File: config.mk
export PLATFORM = sky130hd
export DESIGN_NAME = hex_debug_display
export DESIGN_NICKNAME = d
export VERILOG_FILES = /design/src/rtl/hex_debug_display.sv
export SDC_FILE = /design/constraint.sdc
export NUM_CORES = 1
export LEC_CHECK = 0
export ABC_AREA = 1
export ABC_CLOCK_PERIOD_IN_PS = 4000
export CORE_ASPECT_RATIO = 0.5
export CORE_MARGIN = 4
export CORE_UTILIZATION = 50
export DETAILED_ROUTE_END_ITERATION = 12
export PLACE_DENSITY = 0.73
export REMOVE_ABC_BUFFERS = 1
export SYNTH_ARGS = -nofsm -noshare
export SYNTH_HDL_FRONTEND = slang
export SYNTH_SLANG_ARGS = --single-unit
File: constraint.sdc
create_clock -name clk -period 4 [get_ports clk]
set_input_delay 0.8 -clock clk [delete_from_list [all_inputs] [get_ports clk]]
set_output_delay 0.8 -clock clk [all_outputs]
set_load 0.05 [all_outputs]
File: src/rtl/hex_debug_display.sv
// -----------------------------------------------------------------------------
// hex_debug_display
//
// Purpose:
//   Board-level debug readout. Selects one of NUM_CH DATA_W-bit debug channels
//   and shows it on DATA_W/4 active-low seven-segment digits. The channel is
//   chosen from switches (manual) or rotates on a fixed period (auto). A
//   debounced, active-low push-button toggles a frozen snapshot of all
//   channels, so related values (e.g. register pairs) stay coherent while
//   being read off the board.
//
// Parameters:
//   NUM_CH       number of input channels (>= 2)
//   DATA_W       channel width, multiple of 4; DIGITS = DATA_W/4
//   SCROLL_CYC   clk cycles per channel in auto mode (>= 2)
//   DEBOUNCE_CYC consecutive stable samples to accept a button level (>= 2)
//
// Ports:
//   clk         the only clock
//   rst_n       asynchronous active-low reset
//   ch_data     channel k at [k*DATA_W +: DATA_W]
//   sel         manual channel select (asynchronous switches)
//   auto_en     1 = auto-rotate (synchronous)
//   freeze_btn  raw push-button, pressed = 0 (asynchronous)
//   seg_n       digit d at [d*7 +: 7], bit order g..a, active-low; digit 0 = LS nibble
//   cur_ch      channel currently displayed
//   frozen      1 while the snapshot is displayed
//
// Build option:
//   HEXDISP_LZB_EN  when defined, digits above the most-significant non-zero
//                   nibble are blanked (digit 0 always shown). Same register
//                   stage, so latency does not change.
// -----------------------------------------------------------------------------
module hex_debug_display #(
  parameter int NUM_CH       = 4,
  parameter int DATA_W       = 16,
  parameter int SCROLL_CYC   = 4_190_000,
  parameter int DEBOUNCE_CYC = 41_900
) (
  input  logic                          clk,
  input  logic                          rst_n,
  input  logic [NUM_CH*DATA_W-1:0]      ch_data,
  input  logic [$clog2(NUM_CH)-1:0]     sel,
  input  logic                          auto_en,
  input  logic                          freeze_btn,
  output logic [(DATA_W/4)*7-1:0]       seg_n,
  output logic [$clog2(NUM_CH)-1:0]     cur_ch,
  output logic                          frozen
);

  localparam int DIGITS = DATA_W / 4;
  localparam int CH_W   = $clog2(NUM_CH);
  localparam int SC_W   = $clog2(SCROLL_CYC);
  localparam int DB_W   = $clog2(DEBOUNCE_CYC);

  localparam logic [CH_W-1:0] LAST_CH = CH_W'(NUM_CH - 1);
  localparam logic [SC_W-1:0] SC_LAST = SC_W'(SCROLL_CYC - 1);
  localparam logic [DB_W-1:0] DB_LAST = DB_W'(DEBOUNCE_CYC - 1);

  // Standard hex font, active-low, bit order g..a.
  function automatic logic [6:0] hex7(input logic [3:0] nib);
    logic [6:0] seg;
    case (nib)
      4'h0: seg = 7'h40;
      4'h1: seg = 7'h79;
      4'h2: seg = 7'h24;
      4'h3: seg = 7'h30;
      4'h4: seg = 7'h19;
      4'h5: seg = 7'h12;
      4'h6: seg = 7'h02;
      4'h7: seg = 7'h78;
      4'h8: seg = 7'h00;
      4'h9: seg = 7'h10;
      4'hA: seg = 7'h08;
      4'hB: seg = 7'h03;
      4'hC: seg = 7'h46;
      4'hD: seg = 7'h21;
      4'hE: seg = 7'h06;
      default: seg = 7'h0E;
    endcase
    return seg;
  endfunction

  // ---------------------------------------------------------------------------
  // Two-flop synchronisers. Both reset to 1 so a released button does not look
  // like a press coming out of reset.
  // ---------------------------------------------------------------------------
  logic [CH_W-1:0] r_sel_meta;
  logic [CH_W-1:0] r_sel_sync;
  logic            r_btn_meta;
  logic            r_btn_sync;

  always_ff @(posedge clk or negedge rst_n) begin
    if (!rst_n) begin
      r_sel_meta <= '1;
      r_sel_sync <= '1;
      r_btn_meta <= 1'b1;
      r_btn_sync <= 1'b1;
    end else begin
      r_sel_meta <= sel;
      r_sel_sync <= r_sel_meta;
      r_btn_meta <= freeze_btn;
      r_btn_sync <= r_btn_meta;
    end
  end

  // ---------------------------------------------------------------------------
  // Debounce. The counter runs only while the synchronised button disagrees
  // with the accepted level; DEBOUNCE_CYC disagreeing samples in a row flip
  // the accepted level. A 1->0 flip registers a one-cycle press pulse.
  // ---------------------------------------------------------------------------
  logic            r_db_state;
  logic [DB_W-1:0] r_db_cnt;
  logic            r_press;
  logic            w_db_differ;
  logic            w_db_flip;

  assign w_db_differ = (r_btn_sync != r_db_state);
  assign w_db_flip   = w_db_differ && (r_db_cnt == DB_LAST);

  always_ff @(posedge clk or negedge rst_n) begin
    if (!rst_n) begin
      r_db_state <= 1'b1;
      r_db_cnt   <= '0;
      r_press    <= 1'b0;
    end else begin
      if (!w_db_differ) begin
        r_db_cnt <= '0;
      end else if (w_db_flip) begin
        r_db_cnt   <= '0;
        r_db_state <= ~r_db_state;
      end else begin
        r_db_cnt <= r_db_cnt + 1'b1;
      end
      // Accepted level currently 1 and flipping -> press. Releases are silent.
      r_press <= w_db_flip && r_db_state;
    end
  end

  // ---------------------------------------------------------------------------
  // Freeze toggle and snapshot. Entering the frozen state captures every
  // channel in the same cycle so the snapshot is coherent across channels.
  // ---------------------------------------------------------------------------
  logic              r_frozen;
  logic [DATA_W-1:0] r_snap [NUM_CH];

  always_ff @(posedge clk or negedge rst_n) begin
    if (!rst_n) begin
      r_frozen <= 1'b0;
      for (int k = 0; k < NUM_CH; k++) begin
        r_snap[k] <= '0;
      end
    end else if (r_press) begin
      r_frozen <= ~r_frozen;
      if (!r_frozen) begin
        for (int k = 0; k < NUM_CH; k++) begin
          r_snap[k] <= ch_data[k*DATA_W +: DATA_W];
        end
      end
    end
  end

  // ---------------------------------------------------------------------------
  // Channel selection. Out-of-range switch codes clamp to the last channel;
  // when NUM_CH fills the select width there is nothing to clamp.
  // ---------------------------------------------------------------------------
  logic [CH_W-1:0] w_sel_clamped;

  generate
    if (NUM_CH == (1 << CH_W)) begin : g_no_clamp
      assign w_sel_clamped = r_sel_sync;
    end else begin : g_clamp
      assign w_sel_clamped = (r_sel_sync > LAST_CH) ? LAST_CH : r_sel_sync;
    end
  endgenerate

  logic [SC_W-1:0] r_scroll_cnt;
  logic [CH_W-1:0] r_cur_ch;
  logic [CH_W-1:0] w_next_ch;
  logic            w_scroll_wrap;

  assign w_next_ch     = (r_cur_ch == LAST_CH) ? '0 : r_cur_ch + 1'b1;
  assign w_scroll_wrap = (r_scroll_cnt == SC_LAST);

  // Auto mode starts counting from the channel already shown; the counter is
  // parked at 0 in manual mode so every auto period begins cleanly.
  always_ff @(posedge clk or negedge rst_n) begin
    if (!rst_n) begin
      r_scroll_cnt <= '0;
      r_cur_ch     <= '0;
    end else if (auto_en) begin
      if (w_scroll_wrap) begin
        r_scroll_cnt <= '0;
        r_cur_ch     <= w_next_ch;
      end else begin
        r_scroll_cnt <= r_scroll_cnt + 1'b1;
      end
    end else begin
      r_scroll_cnt <= '0;
      r_cur_ch     <= w_sel_clamped;
    end
  end

  // ---------------------------------------------------------------------------
  // Display source mux, decode and (optional) leading-zero blanking, all
  // feeding one output register.
  // ---------------------------------------------------------------------------
  logic [DATA_W-1:0]   w_src;
  logic [DIGITS*7-1:0] w_seg_next;
  logic [DIGITS*7-1:0] r_seg;

  always_comb begin
    w_src = '0;
    for (int k = 0; k < NUM_CH; k++) begin
      if (r_cur_ch == CH_W'(k)) begin
        w_src = r_frozen ? r_snap[k] : ch_data[k*DATA_W +: DATA_W];
      end
    end
  end

`ifdef HEXDISP_LZB_EN
  logic w_seen_nz;

  // Walk from the top digit down; once a non-zero nibble is seen every lower
  // digit is shown. Digit 0 is never blanked so zero reads as "0".
  always_comb begin
    w_seg_next = '1;
    w_seen_nz  = 1'b0;
    for (int d = DIGITS - 1; d >= 0; d--) begin
      if (w_src[d*4 +: 4] != 4'h0) begin
        w_seen_nz = 1'b1;
      end
      if (w_seen_nz || (d == 0)) begin
        w_seg_next[d*7 +: 7] = hex7(w_src[d*4 +: 4]);
      end else begin
        w_seg_next[d*7 +: 7] = 7'h7F;
      end
    end
  end
`else
  always_comb begin
    w_seg_next = '1;
    for (int d = 0; d < DIGITS; d++) begin
      w_seg_next[d*7 +: 7] = hex7(w_src[d*4 +: 4]);
    end
  end
`endif

  always_ff @(posedge clk or negedge rst_n) begin
    if (!rst_n) begin
      r_seg <= '1;
    end else begin
      r_seg <= w_seg_next;
    end
  end

  assign seg_n  = r_seg;
  assign cur_ch = r_cur_ch;
  assign frozen = r_frozen;

endmodule

==> impl_metrics.env <==
export IMPL_internal_power_mw=3.212
export IMPL_fmax_mhz=334.8
export IMPL_fp_dieH_um=99.61
export IMPL_gp_congestion=0.9260
export IMPL_drc=0
export IMPL_firstDrtPassIters=5
export IMPL_synthMuxAreaShare_pct=2.147
export IMPL_hold_buffers=0
export IMPL_pwr_share_seq_pct=34.1
export IMPL_ys_seq_area_share_pct=42.57
export IMPL_synthAdderAreaFrac_pct=4.622
export IMPL_fin_nets=1263
export IMPL_antenna_found_initial=0
export IMPL_maxUsedRoutingLayer="met4"
export IMPL_slowest_stage="clkdlybuf4s50_1"
export IMPL_rows=33
export IMPL_coreArea_sq_um=16390
export IMPL_wl_met3_um=772
export IMPL_r2r_slack_ns=1.19
export IMPL_clk_pin_slew_ns=0.07
export IMPL_antenna_left=0
export IMPL_combPwrFrac_pct=32.9
export IMPL_synth_top_cell_by_area="dfrtp_1"
export IMPL_yosys_area_share_simple_pct=29.73
export IMPL_cp_arrival_ns=2.19
export IMPL_drive_above_1_share_pct=12.68
export IMPL_max_slew_worst_pin_slew_ns=1.040
export IMPL_min_period_ns=2.987
export IMPL_crit_chain="buf_4, clkdlybuf4s50_1"
export IMPL_synthTopCellsByArea="dfrtp_1 32%, nand2_1 14%, dfstp_2 11%"
export IMPL_synthDistinctLibCells=42
export IMPL_dp_hpwl_um=13580
export IMPL_synth_top_cell_area_share_pct=31.61
export IMPL_synth_edff_count=0
export IMPL_cts_resized=0
export IMPL_synth_area_sq_um=8392
export IMPL_htree_levels=4
export IMPL_synth_top_family_by_area="simple AND/OR/NAND/NOR gates"
export IMPL_placed_area_sq_um=9474
export IMPL_avgViaCountPerCell=5.157
export IMPL_syn2layout_area_growth_pct=20.25
export IMPL_maxSlewViolCount=0
export IMPL_leakagePower_nw=4.973
export IMPL_cts_buffers=17
export IMPL_grt_pass1_vias=7203
export IMPL_synth_most_common_cell="nand2_1"
export IMPL_drv_cap=0
export IMPL_slew_limit_headroom_pct=30.67
export IMPL_synth_seq_cells=141
export IMPL_start_util_pct=51.19
export IMPL_fp_dieW_um=191.2
export IMPL_insertion_delay_ns=0.43
export IMPL_peakVddDrop_mv=0.4300
export IMPL_clock_sinks=141
export IMPL_drtIter0Drc=351
export IMPL_cp_data_required_time_ns=3.20
export IMPL_p_sw_share_pct=36.35
export IMPL_vias=7230
export IMPL_synthXorXnorAreaFrac_pct=1.968
export IMPL_powerDensity_nw_per_um2=500.0
export IMPL_clock_power_share_pct=33.1
export IMPL_cts_path_max_buffers=2
export IMPL_setup_viol=0
export IMPL_ioPinCount=101
export IMPL_met2_length_um=10170
export IMPL_routedWlPerCell_um=14.28
export IMPL_synth_commonest_cells="316 x nand2_1, 130 x inv_1, 106 x dfrtp_1"
export IMPL_async_flop_share_pct=100.0
export IMPL_ys_warn_count=0
export IMPL_cpPeakStageDelay_ns=0.90
export IMPL_syn_instance_count=1077
export IMPL_synth_compound_area_share_pct=9.736
export IMPL_antenna_cells=0
export IMPL_p_sw_mw=1.834
export IMPL_wirelength_um=20010
export IMPL_wl_met1_um=8802
export IMPL_root_buffer="clkbuf_16"
export IMPL_end_kind="primary output"
export IMPL_gr_total_overflow=0
export IMPL_period_share_pct=74.66
export IMPL_avgSynthCellArea_sq_um=7.792
export IMPL_worstSetupPathType="flop to primary output"
export IMPL_grt_max_degree=113
export IMPL_tns_ns=0
export IMPL_synthFlopType="dfrtp_1"
export IMPL_outcome="completed"
export IMPL_cp_max_fo=43
export IMPL_grt_first_pass_wirelength_um=34180
export IMPL_final_area_sq_um=10090
export IMPL_cp_start_kind="flop"
export IMPL_rsz0062_at_grt="false"
export IMPL_die_area_sq_um=19050
export IMPL_grt_use_total_pct=22.08
export IMPL_skew_ns=0.01174
export IMPL_cts_tree="done"
export IMPL_post_cts_buffers=0
export IMPL_hold_path_class="input port to asynchronous set/reset pin"
export IMPL_io_buffers=100
export IMPL_finalHoldViolCount=0
-- state kept, by name, summed over array words and instances (netlist names) --
signal	flops
r_sel_meta	2
r_btn_sync	1
r_db_cnt	16
r_btn_meta	1
r_scroll_cnt	22
r_press	1
seg_n	28
cur_ch	2
frozen	1
r_snap	64
r_sel_sync	2
r_db_state	1
-- final cells by class --
cell class	count	area, sq um
fill	1438	6301
clock buffer	20	456.7
tap	227	284.0
multi-input combinational	760	4053
clock inverter	12	160.2
sequential	141	3572
inverter	138	520.5
timing repair buffer	104	1045
-- metrics by stage --
step | utilization (%) | cells | setup WS (ns) | total power, mW | hold slack [ns]
global route | 61.56 | 1402 | 0.9236 | 5.307 | 0.3611
global placement | 57.80 | 1370 | 1.340 | 3.361 | 0.3464
finish | 61.56 | 1402 | 1.013 | 5.046 | 0.3296
CTS | 61.56 | 1402 | 1.014 | 5.081 | 0.3563
detailed placement | 57.80 | 1370 | 1.212 | 3.390 | 0.3472
floorplan | - | 1039 | -0.1407 | 2.850 | 0.3452
-- power groups by stage --
stage / combinational [mW] / sequential [mW] / clock, mW
final: 1.66 / 1.72 / 1.67
after global routing: 1.80 / 1.73 / 1.77
after CTS: 1.66 / 1.72 / 1.69
after detailed placement: 1.65 / 1.74 / 0
after global placement: 1.62 / 1.74 / 0
after floorplan: 0.649 / 2.20 / 0
-- critical path: cells and delay by family, from the launching register on --
| kind | cells | cell delay (ns) |
|---|---|---|
| flops | 1 | 0.39 |
| buf+inv | 2 | 1.36 |
-- placed cells by master (no fill, tap or decap), types with 14 or more instances in the layout --
cell type,instances
o21ai_0,61
clkbuf_16,17
o21ai_1,18
ha_1,31
dfrtp_1,106
nand2_1,315
dfstp_2,35
clkdlybuf4s50_1,99
nand2_2,18
nor3_1,21
inv_1,130
mux2_2,16
a21oi_1,22
nor2_1,83
nand3_1,81
xor2_1,14
-- logic make-up (layout without fill, tap and decap cells) --
| group | Yosys count | count (layout) |
|---|---|---|
| xor gates and xnor gates | 18 | 18 |
| adders and majority gates | 31 | 31 |
| AOI/OAI and AO/OA | 128 | 128 |
| DFF | 141 | 141 |
| buffers and inverters | 176 | 274 |
| and+or+nand+nor | 567 | 567 |
| muxes | 16 | 16 |
-- routing by layer --
layer | track usage, % | vias to the layer above
li1 | - | 3594
met1 | 27.67 | 3469
met2 | 38.86 | 145
met3 | 4.593 | 22
met4 | 6.509 | 0
met5 | 0 | -
-- path summary, 6_finish.rpt --
path                              endpoint     startpoint  depth (start not counted)
max                                 frozen         frozen                          2
min                        r_scroll_cnt[0]          rst_n                          1
max reg2reg                      seg_n[24]      cur_ch[0]                          8
min reg2reg                  r_sel_sync[0]  r_sel_meta[0]                          0
max in group asynchronous         seg_n[3]          rst_n                          2
min in group clk             r_sel_sync[0]  r_sel_meta[0]                          0
No activity file was read; power rests on OpenSTA's default activity.
